===== src/rtl/line_merge_buffer_if.sv =====
// Bundles the system write port, the cache fetch port and the cache writeback port of line_merge_buffer.
// The buffer uses the slave modport; the system/cache side uses the master modport.
interface line_merge_buffer_if #(
    parameter int LINE_WIDTH   = 64,
    parameter int WORD_WIDTH   = 32,
    parameter int OFFSET_WIDTH = 3,
    parameter int ADDR_WIDTH   = 32
);
    logic                             sys_wr_valid;
    logic                             sys_wr_ready;
    logic [ADDR_WIDTH-1:0]            sys_addr;
    logic [WORD_WIDTH-1:0]            sys_wdata;
    logic [WORD_WIDTH/8-1:0]          sys_bval;
    logic                             flush;
    logic                             busy;
    logic                             rd_req;
    logic [ADDR_WIDTH-OFFSET_WIDTH-1:0] rd_addr;
    logic                             rd_ack;
    logic [LINE_WIDTH-1:0]            rd_data;
    logic                             wr_req;
    logic [ADDR_WIDTH-OFFSET_WIDTH-1:0] wr_addr;
    logic [LINE_WIDTH-1:0]            wr_data;
    logic                             wr_ack;

    modport slave (
        input  sys_wr_valid, sys_addr, sys_wdata, sys_bval, flush, rd_ack, rd_data, wr_ack,
        output sys_wr_ready, busy, rd_req, rd_addr, wr_req, wr_addr, wr_data
    );

    modport master (
        output sys_wr_valid, sys_addr, sys_wdata, sys_bval, flush, rd_ack, rd_data, wr_ack,
        input  sys_wr_ready, busy, rd_req, rd_addr, wr_req, wr_addr, wr_data
    );
endinterface


===== src/rtl/line_merge_buffer.sv =====
// Single-line write-combining buffer: fetch on first touch, merge byte-enabled writes, write back on change/flush.
// Optional idle-timeout writeback is enabled by defining LINE_MERGE_TIMEOUT_EN.
module line_merge_buffer #(
    parameter int LINE_WIDTH     = 64,
    parameter int WORD_WIDTH     = 32,
    parameter int OFFSET_WIDTH   = 3,
    parameter int ADDR_WIDTH     = 32,
    parameter int TIMEOUT_CYCLES = 16
) (
    input  logic                  clk,
    input  logic                  rst_n,
    line_merge_buffer_if.slave    bus
);
    localparam int BYTES_PER_WORD = WORD_WIDTH / 8;
    localparam int BYTE_OFF_W     = $clog2(BYTES_PER_WORD);
    localparam int LINE_ADDR_W    = ADDR_WIDTH - OFFSET_WIDTH;

    typedef enum logic [1:0] {
        ST_IDLE  = 2'd0,
        ST_FETCH = 2'd1,
        ST_HOLD  = 2'd2,
        ST_WRITE = 2'd3
    } state_t;

    // Overlay the enabled bytes of one word onto the line; the word slot comes from the byte offset.
    function automatic logic [LINE_WIDTH-1:0] merge_line(
        input logic [LINE_WIDTH-1:0]     line,
        input logic [OFFSET_WIDTH-1:0]   offset,
        input logic [WORD_WIDTH-1:0]     wdata,
        input logic [BYTES_PER_WORD-1:0] bval
    );
        logic [LINE_WIDTH-1:0] res;
        int                    base;
        res  = line;
        base = int'(offset >> BYTE_OFF_W) * WORD_WIDTH;
        for (int b = 0; b < BYTES_PER_WORD; b++) begin
            if (bval[b]) begin
                res[base + 8*b +: 8] = wdata[8*b +: 8];
            end
        end
        return res;
    endfunction

    state_t                    state_r, state_s;
    logic [LINE_WIDTH-1:0]     line_r, line_s;
    logic [LINE_ADDR_W-1:0]    line_addr_r, line_addr_s;
    logic [OFFSET_WIDTH-1:0]   pend_off_r, pend_off_s;
    logic [WORD_WIDTH-1:0]     pend_data_r, pend_data_s;
    logic [BYTES_PER_WORD-1:0] pend_bval_r, pend_bval_s;
    logic                      ready_en_r;
    logic                      ready_s;
    logic                      same_line_s;

`ifdef LINE_MERGE_TIMEOUT_EN
    localparam int TO_W = $clog2(TIMEOUT_CYCLES + 1);
    logic [TO_W-1:0] idle_cnt_r, idle_cnt_s;
`endif

    assign same_line_s = (bus.sys_addr[ADDR_WIDTH-1:OFFSET_WIDTH] == line_addr_r);

    // Next-state, merge datapath and write-acceptance decode.
    always_comb begin
        state_s     = state_r;
        line_s      = line_r;
        line_addr_s = line_addr_r;
        pend_off_s  = pend_off_r;
        pend_data_s = pend_data_r;
        pend_bval_s = pend_bval_r;
        ready_s     = 1'b0;
`ifdef LINE_MERGE_TIMEOUT_EN
        idle_cnt_s  = idle_cnt_r;
`endif
        case (state_r)
            ST_IDLE: begin
                if (ready_en_r && !bus.flush) begin
                    ready_s = 1'b1;
                    if (bus.sys_wr_valid) begin
                        line_addr_s = bus.sys_addr[ADDR_WIDTH-1:OFFSET_WIDTH];
                        pend_off_s  = bus.sys_addr[OFFSET_WIDTH-1:0];
                        pend_data_s = bus.sys_wdata;
                        pend_bval_s = bus.sys_bval;
                        state_s     = ST_FETCH;
                    end else begin
                        state_s = ST_IDLE;
                    end
                end else begin
                    ready_s = 1'b0;
                end
            end
            ST_FETCH: begin
                if (bus.rd_ack) begin
                    line_s  = merge_line(bus.rd_data, pend_off_r, pend_data_r, pend_bval_r);
                    state_s = ST_HOLD;
`ifdef LINE_MERGE_TIMEOUT_EN
                    idle_cnt_s = {TO_W{1'b0}};
`endif
                end else begin
                    state_s = ST_FETCH;
                end
            end
            ST_HOLD: begin
                // Flush wins over a simultaneous write, which then waits for the next IDLE.
                if (bus.flush) begin
                    state_s = ST_WRITE;
                end else if (bus.sys_wr_valid) begin
                    if (same_line_s) begin
                        ready_s = 1'b1;
                        line_s  = merge_line(line_r, bus.sys_addr[OFFSET_WIDTH-1:0],
                                             bus.sys_wdata, bus.sys_bval);
`ifdef LINE_MERGE_TIMEOUT_EN
                        idle_cnt_s = {TO_W{1'b0}};
`endif
                    end else begin
                        state_s = ST_WRITE;
                    end
                end else begin
`ifdef LINE_MERGE_TIMEOUT_EN
                    if (idle_cnt_r == TO_W'(TIMEOUT_CYCLES - 1)) begin
                        state_s = ST_WRITE;
                    end else begin
                        idle_cnt_s = idle_cnt_r + TO_W'(1);
                    end
`else
                    state_s = ST_HOLD;
`endif
                end
            end
            ST_WRITE: begin
                if (bus.wr_ack) begin
                    state_s = ST_IDLE;
                end else begin
                    state_s = ST_WRITE;
                end
            end
            default: begin
                state_s = ST_IDLE;
            end
        endcase
    end

    // State, line buffer and pending-write registers.
    always_ff @(posedge clk or negedge rst_n) begin
        if (!rst_n) begin
            state_r     <= ST_IDLE;
            line_r      <= {LINE_WIDTH{1'b0}};
            line_addr_r <= {LINE_ADDR_W{1'b0}};
            pend_off_r  <= {OFFSET_WIDTH{1'b0}};
            pend_data_r <= {WORD_WIDTH{1'b0}};
            pend_bval_r <= {BYTES_PER_WORD{1'b0}};
        end else begin
            state_r     <= state_s;
            line_r      <= line_s;
            line_addr_r <= line_addr_s;
            pend_off_r  <= pend_off_s;
            pend_data_r <= pend_data_s;
            pend_bval_r <= pend_bval_s;
        end
    end

    // Holds sys_wr_ready low while reset is asserted and until the first clock after release.
    always_ff @(posedge clk or negedge rst_n) begin
        if (!rst_n) begin
            ready_en_r <= 1'b0;
        end else begin
            ready_en_r <= 1'b1;
        end
    end

`ifdef LINE_MERGE_TIMEOUT_EN
    // Idle-cycle counter for automatic writeback from HOLD.
    always_ff @(posedge clk or negedge rst_n) begin
        if (!rst_n) begin
            idle_cnt_r <= {TO_W{1'b0}};
        end else begin
            idle_cnt_r <= idle_cnt_s;
        end
    end
`endif

    assign bus.sys_wr_ready = ready_s;
    assign bus.busy         = (state_r != ST_IDLE);
    assign bus.rd_req       = (state_r == ST_FETCH);
    assign bus.rd_addr      = line_addr_r;
    assign bus.wr_req       = (state_r == ST_WRITE);
    assign bus.wr_addr      = line_addr_r;
    assign bus.wr_data      = line_r;
endmodule


===== src/flat_wrapper.sv =====
// flat-port wrapper written by rule: the top's interface ports become plain ports
module line_merge_buffer_flat 
#(
    parameter int LINE_WIDTH     = 64,
    parameter int WORD_WIDTH     = 32,
    parameter int OFFSET_WIDTH   = 3,
    parameter int ADDR_WIDTH     = 32,
    parameter int TIMEOUT_CYCLES = 16
)
  (clk, rst_n, bus_sys_wr_valid, bus_sys_addr, bus_sys_wdata, bus_sys_bval, bus_flush, bus_rd_ack, bus_rd_data, bus_wr_ack, bus_sys_wr_ready, bus_busy, bus_rd_req, bus_rd_addr, bus_wr_req, bus_wr_addr, bus_wr_data);
  line_merge_buffer_if #(.LINE_WIDTH(LINE_WIDTH), .WORD_WIDTH(WORD_WIDTH), .OFFSET_WIDTH(OFFSET_WIDTH), .ADDR_WIDTH(ADDR_WIDTH)) bus_i ();
  input  logic clk;
  input  logic rst_n;
  input wire logic [$bits(bus_i.sys_wr_valid)-1:0] bus_sys_wr_valid;
  input wire logic [$bits(bus_i.sys_addr)-1:0] bus_sys_addr;
  input wire logic [$bits(bus_i.sys_wdata)-1:0] bus_sys_wdata;
  input wire logic [$bits(bus_i.sys_bval)-1:0] bus_sys_bval;
  input wire logic [$bits(bus_i.flush)-1:0] bus_flush;
  input wire logic [$bits(bus_i.rd_ack)-1:0] bus_rd_ack;
  input wire logic [$bits(bus_i.rd_data)-1:0] bus_rd_data;
  input wire logic [$bits(bus_i.wr_ack)-1:0] bus_wr_ack;
  output wire logic [$bits(bus_i.sys_wr_ready)-1:0] bus_sys_wr_ready;
  output wire logic [$bits(bus_i.busy)-1:0] bus_busy;
  output wire logic [$bits(bus_i.rd_req)-1:0] bus_rd_req;
  output wire logic [$bits(bus_i.rd_addr)-1:0] bus_rd_addr;
  output wire logic [$bits(bus_i.wr_req)-1:0] bus_wr_req;
  output wire logic [$bits(bus_i.wr_addr)-1:0] bus_wr_addr;
  output wire logic [$bits(bus_i.wr_data)-1:0] bus_wr_data;
  assign bus_i.sys_wr_valid = bus_sys_wr_valid;
  assign bus_i.sys_addr = bus_sys_addr;
  assign bus_i.sys_wdata = bus_sys_wdata;
  assign bus_i.sys_bval = bus_sys_bval;
  assign bus_i.flush = bus_flush;
  assign bus_i.rd_ack = bus_rd_ack;
  assign bus_i.rd_data = bus_rd_data;
  assign bus_i.wr_ack = bus_wr_ack;
  assign bus_sys_wr_ready = bus_i.sys_wr_ready;
  assign bus_busy = bus_i.busy;
  assign bus_rd_req = bus_i.rd_req;
  assign bus_rd_addr = bus_i.rd_addr;
  assign bus_wr_req = bus_i.wr_req;
  assign bus_wr_addr = bus_i.wr_addr;
  assign bus_wr_data = bus_i.wr_data;
  line_merge_buffer #(.LINE_WIDTH(LINE_WIDTH), .WORD_WIDTH(WORD_WIDTH), .OFFSET_WIDTH(OFFSET_WIDTH), .ADDR_WIDTH(ADDR_WIDTH), .TIMEOUT_CYCLES(TIMEOUT_CYCLES)) u_core (.clk(clk), .rst_n(rst_n), .bus(bus_i));
endmodule

===== config.mk =====
export PLATFORM = sky130hd
export DESIGN_NAME = line_merge_buffer_flat
export DESIGN_NICKNAME = d
export VERILOG_FILES = /design/src/rtl/line_merge_buffer_if.sv /design/src/rtl/line_merge_buffer.sv /design/src/flat_wrapper.sv
export SDC_FILE = /design/constraint.sdc
export NUM_CORES = 1
export LEC_CHECK = 0
export ABC_CLOCK_PERIOD_IN_PS = 2630
export BUFFER_PORTS_ARGS = -buffer_cell sky130_fd_sc_hd__buf_2
export CORE_ASPECT_RATIO = 1.1
export CORE_UTILIZATION = 44
export DETAILED_ROUTE_END_ITERATION = 6
export GPL_ROUTABILITY_DRIVEN = 0
export PLACE_DENSITY_LB_ADDON = 0.2
export SLEW_MARGIN = 20
export SYNTH_ARGS = -nofsm -noshare
export SYNTH_HDL_FRONTEND = slang
export SYNTH_SLANG_ARGS = --single-unit

===== constraint.sdc =====
create_clock -name clk -period 2.63 [get_ports clk]
set_input_delay 0.3945 -clock clk [delete_from_list [all_inputs] [get_ports clk]]
set_output_delay 0.3945 -clock clk [all_outputs]
set_load 0.02 [all_outputs]

==> results by group <==
Worst setup path
  • Worst reg2reg path depth: 8
  • Crit. End Element: primary output
  • R2R Path End: u_core.bus.wr_data[42]
  • Crit path launch type: register
  • Required time worst endpoint: 2240 ps
  • Critical path fanouts, max: 3
  • Crit path DAT: 2420 ps
  • R2R Setup Slk: -130 ps
  • Reg-to-reg startpoint: u_core.bus.rd_addr[0]
  • Critical path class: register to primary output

Logic synthesis
  • Post-synth ARST share: 100%
  • Synth Instances: 640
  • Dominant cells by area after synthesis: dfrtp_1, mux2_2, mux2i_1, o21ai_0, nand2_1
  • Ys Warns: 0
  • Mapped Nets: 782
  • Synth Flop Type: dfrtp_1
  • Synth top area share: 46.2%
  • Top cells by count, synth: dfrtp_1, mux2_2, nand2_1, mux2i_1, o21ai_0
  • EDFF count, synth: 0
  • Synthesized cell area: 7200 µm²
  • Synth area leader: dfrtp_1
  • Most frequent cell after synthesis: dfrtp_1
  • Synthesized area per cell: 11.3 µm²
  • Post-synth cell types: 38
  • Seq cells post-synth: 133
  • Sequential area share after synthesis: 46.2%

CTS
  • Clock slew at reported path FFs: 60 ps
  • Hold_buf cts: 0
  • Root buf cell: clkbuf_16
  • H-tree depth: 4
  • Clock Path Buffers: 2
  • CTS tree: yes
  • CTS sink cnt: 133
  • Clk_lat worst skew: 420 ps
  • CTS buffer count: 17

Die
  • Number of I/O pins: 264
  • Full die area: 16900 µm²
  • Overall die width: 124 µm
  • # rows: 48
  • Initial Util: 45.4%
  • Die Ht: 136 µm
  • Core area: 15900 µm²

Global routing
  • Gr ovfl total: 0
  • Antenna violations before repair: 3
  • Largest net degree at the start of global routing: 73
  • Vias in the first global route: 6301
  • Global-route wire length before repair: 31.3 mm
  • Gr usage total: 24.6%

Routing
  • Routed vias/inst: 5.33
  • Iter 0 DRT Violations: 258
  • DR DRC count: 0
  • Wirelength per Cell: 17.8 µm
  • Routed Antenna Nets: 0
  • Total routed wirelength: 20.6 mm
  • TritonRoute pass-1 iters: 5
  • Vias: 6157

Job
  • Max Cap Viol: 0

STA
  • RSZ-0062 raised after global routing: true
  • Worst-Margin Slew: 684 ps
  • Setup TNS: -3920 ps
  • Endpoints failing setup: 49
  • Final Cycle Share: 107%
  • Worst Slack Setup Final: -187 ps
  • Worst Skew: 9.86 ps
  • Maximum clock rate: 0.355 GHz
  • Clock period minus worst slack: 2820 ps
  • Slew Viols, Final: 0
  • Slew headroom: 54.4%
  • Final hold vios: 0

Finish
  • Synth-to-Final Area Change: 38.5%
  • Final net count: 1083
  • Share of cells above drive strength 1: 55.8%
  • Fillers: 1324
  • Fin cells: 1156

Placed design
  • DP HPWL: 14.9 mm
  • IO Port Bufs: 261
  • Placed cell count: 1107

Min path
  • Hold crit path type: input pin to asynchronous set/reset pin

Power
  • Leakage: 0.00500 µW
  • PwrDens: 1360 nW/µm²
  • Worst-case vdd ir drop: 0.797 mV

Outcome
  • Status: complete, but fails checks
  • Failing checks: negative setup slack
-- layout make-up --
type	count	area, µm²	area share (%)
well taps	200	250	2.51
clock buffers	23	488	4.89
flip-flops and latches	133	3330	33.4
inverters	8	30.0	0.301
clock inverters	9	100	1.00
multi-input cells	443	3790	38.0
diodes	2	5.00	0.0502
repair buffers	338	1980	19.8
-- worst max-delay path, cell delays in order, from the launching register on --
cell and delay [ps]:
dfrtp_1 410, xnor2_2 220, nand4_1 140, or4_4 520, buf_6 140, nor4_4 290, or2_4 170, buf_6 110
-- flip-flops by register name, summed over array words and instances, names as in the netlist --
signal,cells
u_core.pend_off_r,1
u_core.pend_data_r,32
u_core.bus.rd_addr,29
u_core.bus.wr_data,64
u_core.state_r,2
u_core.pend_bval_r,4
u_core.ready_en_r,1
-- layout by cell type (no fill, tap or decap), types with 4 or more instances in the layout --
master	instances
buf_2	259
dfrtp_1	130
mux2_2	113
buf_4	69
nand2_1	63
o21ai_0	56
mux2i_1	56
xnor2_2	23
clkbuf_16	17
nand2b_1	15
nand4_1	13
nor2_1	11
o22ai_1	9
a21oi_1	9
inv_1	8
o32a_1	8
mux2_4	7
nand3_1	6
a2bb2oi_1	6
buf_12	6
nor2b_1	5
clkinv_2	5
and3_1	4
nor3_1	4
clkbuf_8	4
buf_6	4
-- kinds of logic after synthesis --
| kind of cell | Yosys count | share of synthesized area [%] |
|---|---|---|
| DFF | 133 | 46.2 |
| other | 1 | 0.0521 |
| muxes | 176 | 26.5 |
| and+or+nand+nor | 140 | 9.68 |
| xor gates and xnor gates | 24 | 2.92 |
| buffers and inverters | 64 | 4.85 |
| AOI/OAI and AO/OA | 98 | 9.05 |
| adders and majority gates | 4 | 0.695 |
-- power by group --
group | switching, µW | total, µW | internal [µW]
registers | 754 | 3860 | 3110
clock network | 874 | 2360 | 1490
logic | 3780 | 7370 | 3590
total | 5410 | 13600 | 8190
-- worst max path at each step --
stage / start / endpoint / slack (ps) / cells after the start
5_1_grt: u_core.bus.rd_addr[0] / bus_sys_wr_ready / -260 / 7
3_3_place_gp: bus_sys_addr[22] / u_core.bus.wr_data[34] / -180 / 8
2_1_floorplan: u_core.bus.rd_addr[19] / u_core.bus.wr_data[32] / 0.7 / 6
4_1_cts: u_core.bus.rd_addr[9] / bus_sys_wr_ready / -150 / 7
3_5_place_dp: bus_sys_addr[13] / u_core.bus.wr_data[44] / -190 / 8
6_report: u_core.bus.rd_addr[0] / bus_sys_wr_ready / -190 / 7
-- stage by stage --
stage / total power [µW] / area, µm² / utilization [%] / setup WS (ps) / hold WS (ps)
2_1_floorplan: 8420 / 7210 / - / 0.713 / 98.9
3_3_place_gp: 10600 / 9000 / 56.8 / -179 / 462
3_5_place_dp: 10800 / 9000 / 56.8 / -191 / 464
4_1_cts: 13500 / 9900 / 62.4 / -147 / 13.0
5_1_grt: 14400 / 9980 / 62.9 / -255 / 39.3
6_report: 13600 / 9980 / 62.9 / -187 / 5.89
-- layer usage --
layer / wire, µm / global-route usage (%)
met1: 8330 / 28.6
met5: 0 / 0
met4: 487 / 11.8
met3: 1180 / 5.45
met2: 10600 / 42.5
-- repair_timing --
| item | 4_1_cts | 5_1_grt |
|---|---|---|
| pin swaps | 27 | 5 |
| setup endpoints to repair | 50 | 52 |
| gates resized for setup | 32 | 12 |
| setup buffers | 13 | 2 |
(Power assumes the default switching activity.)
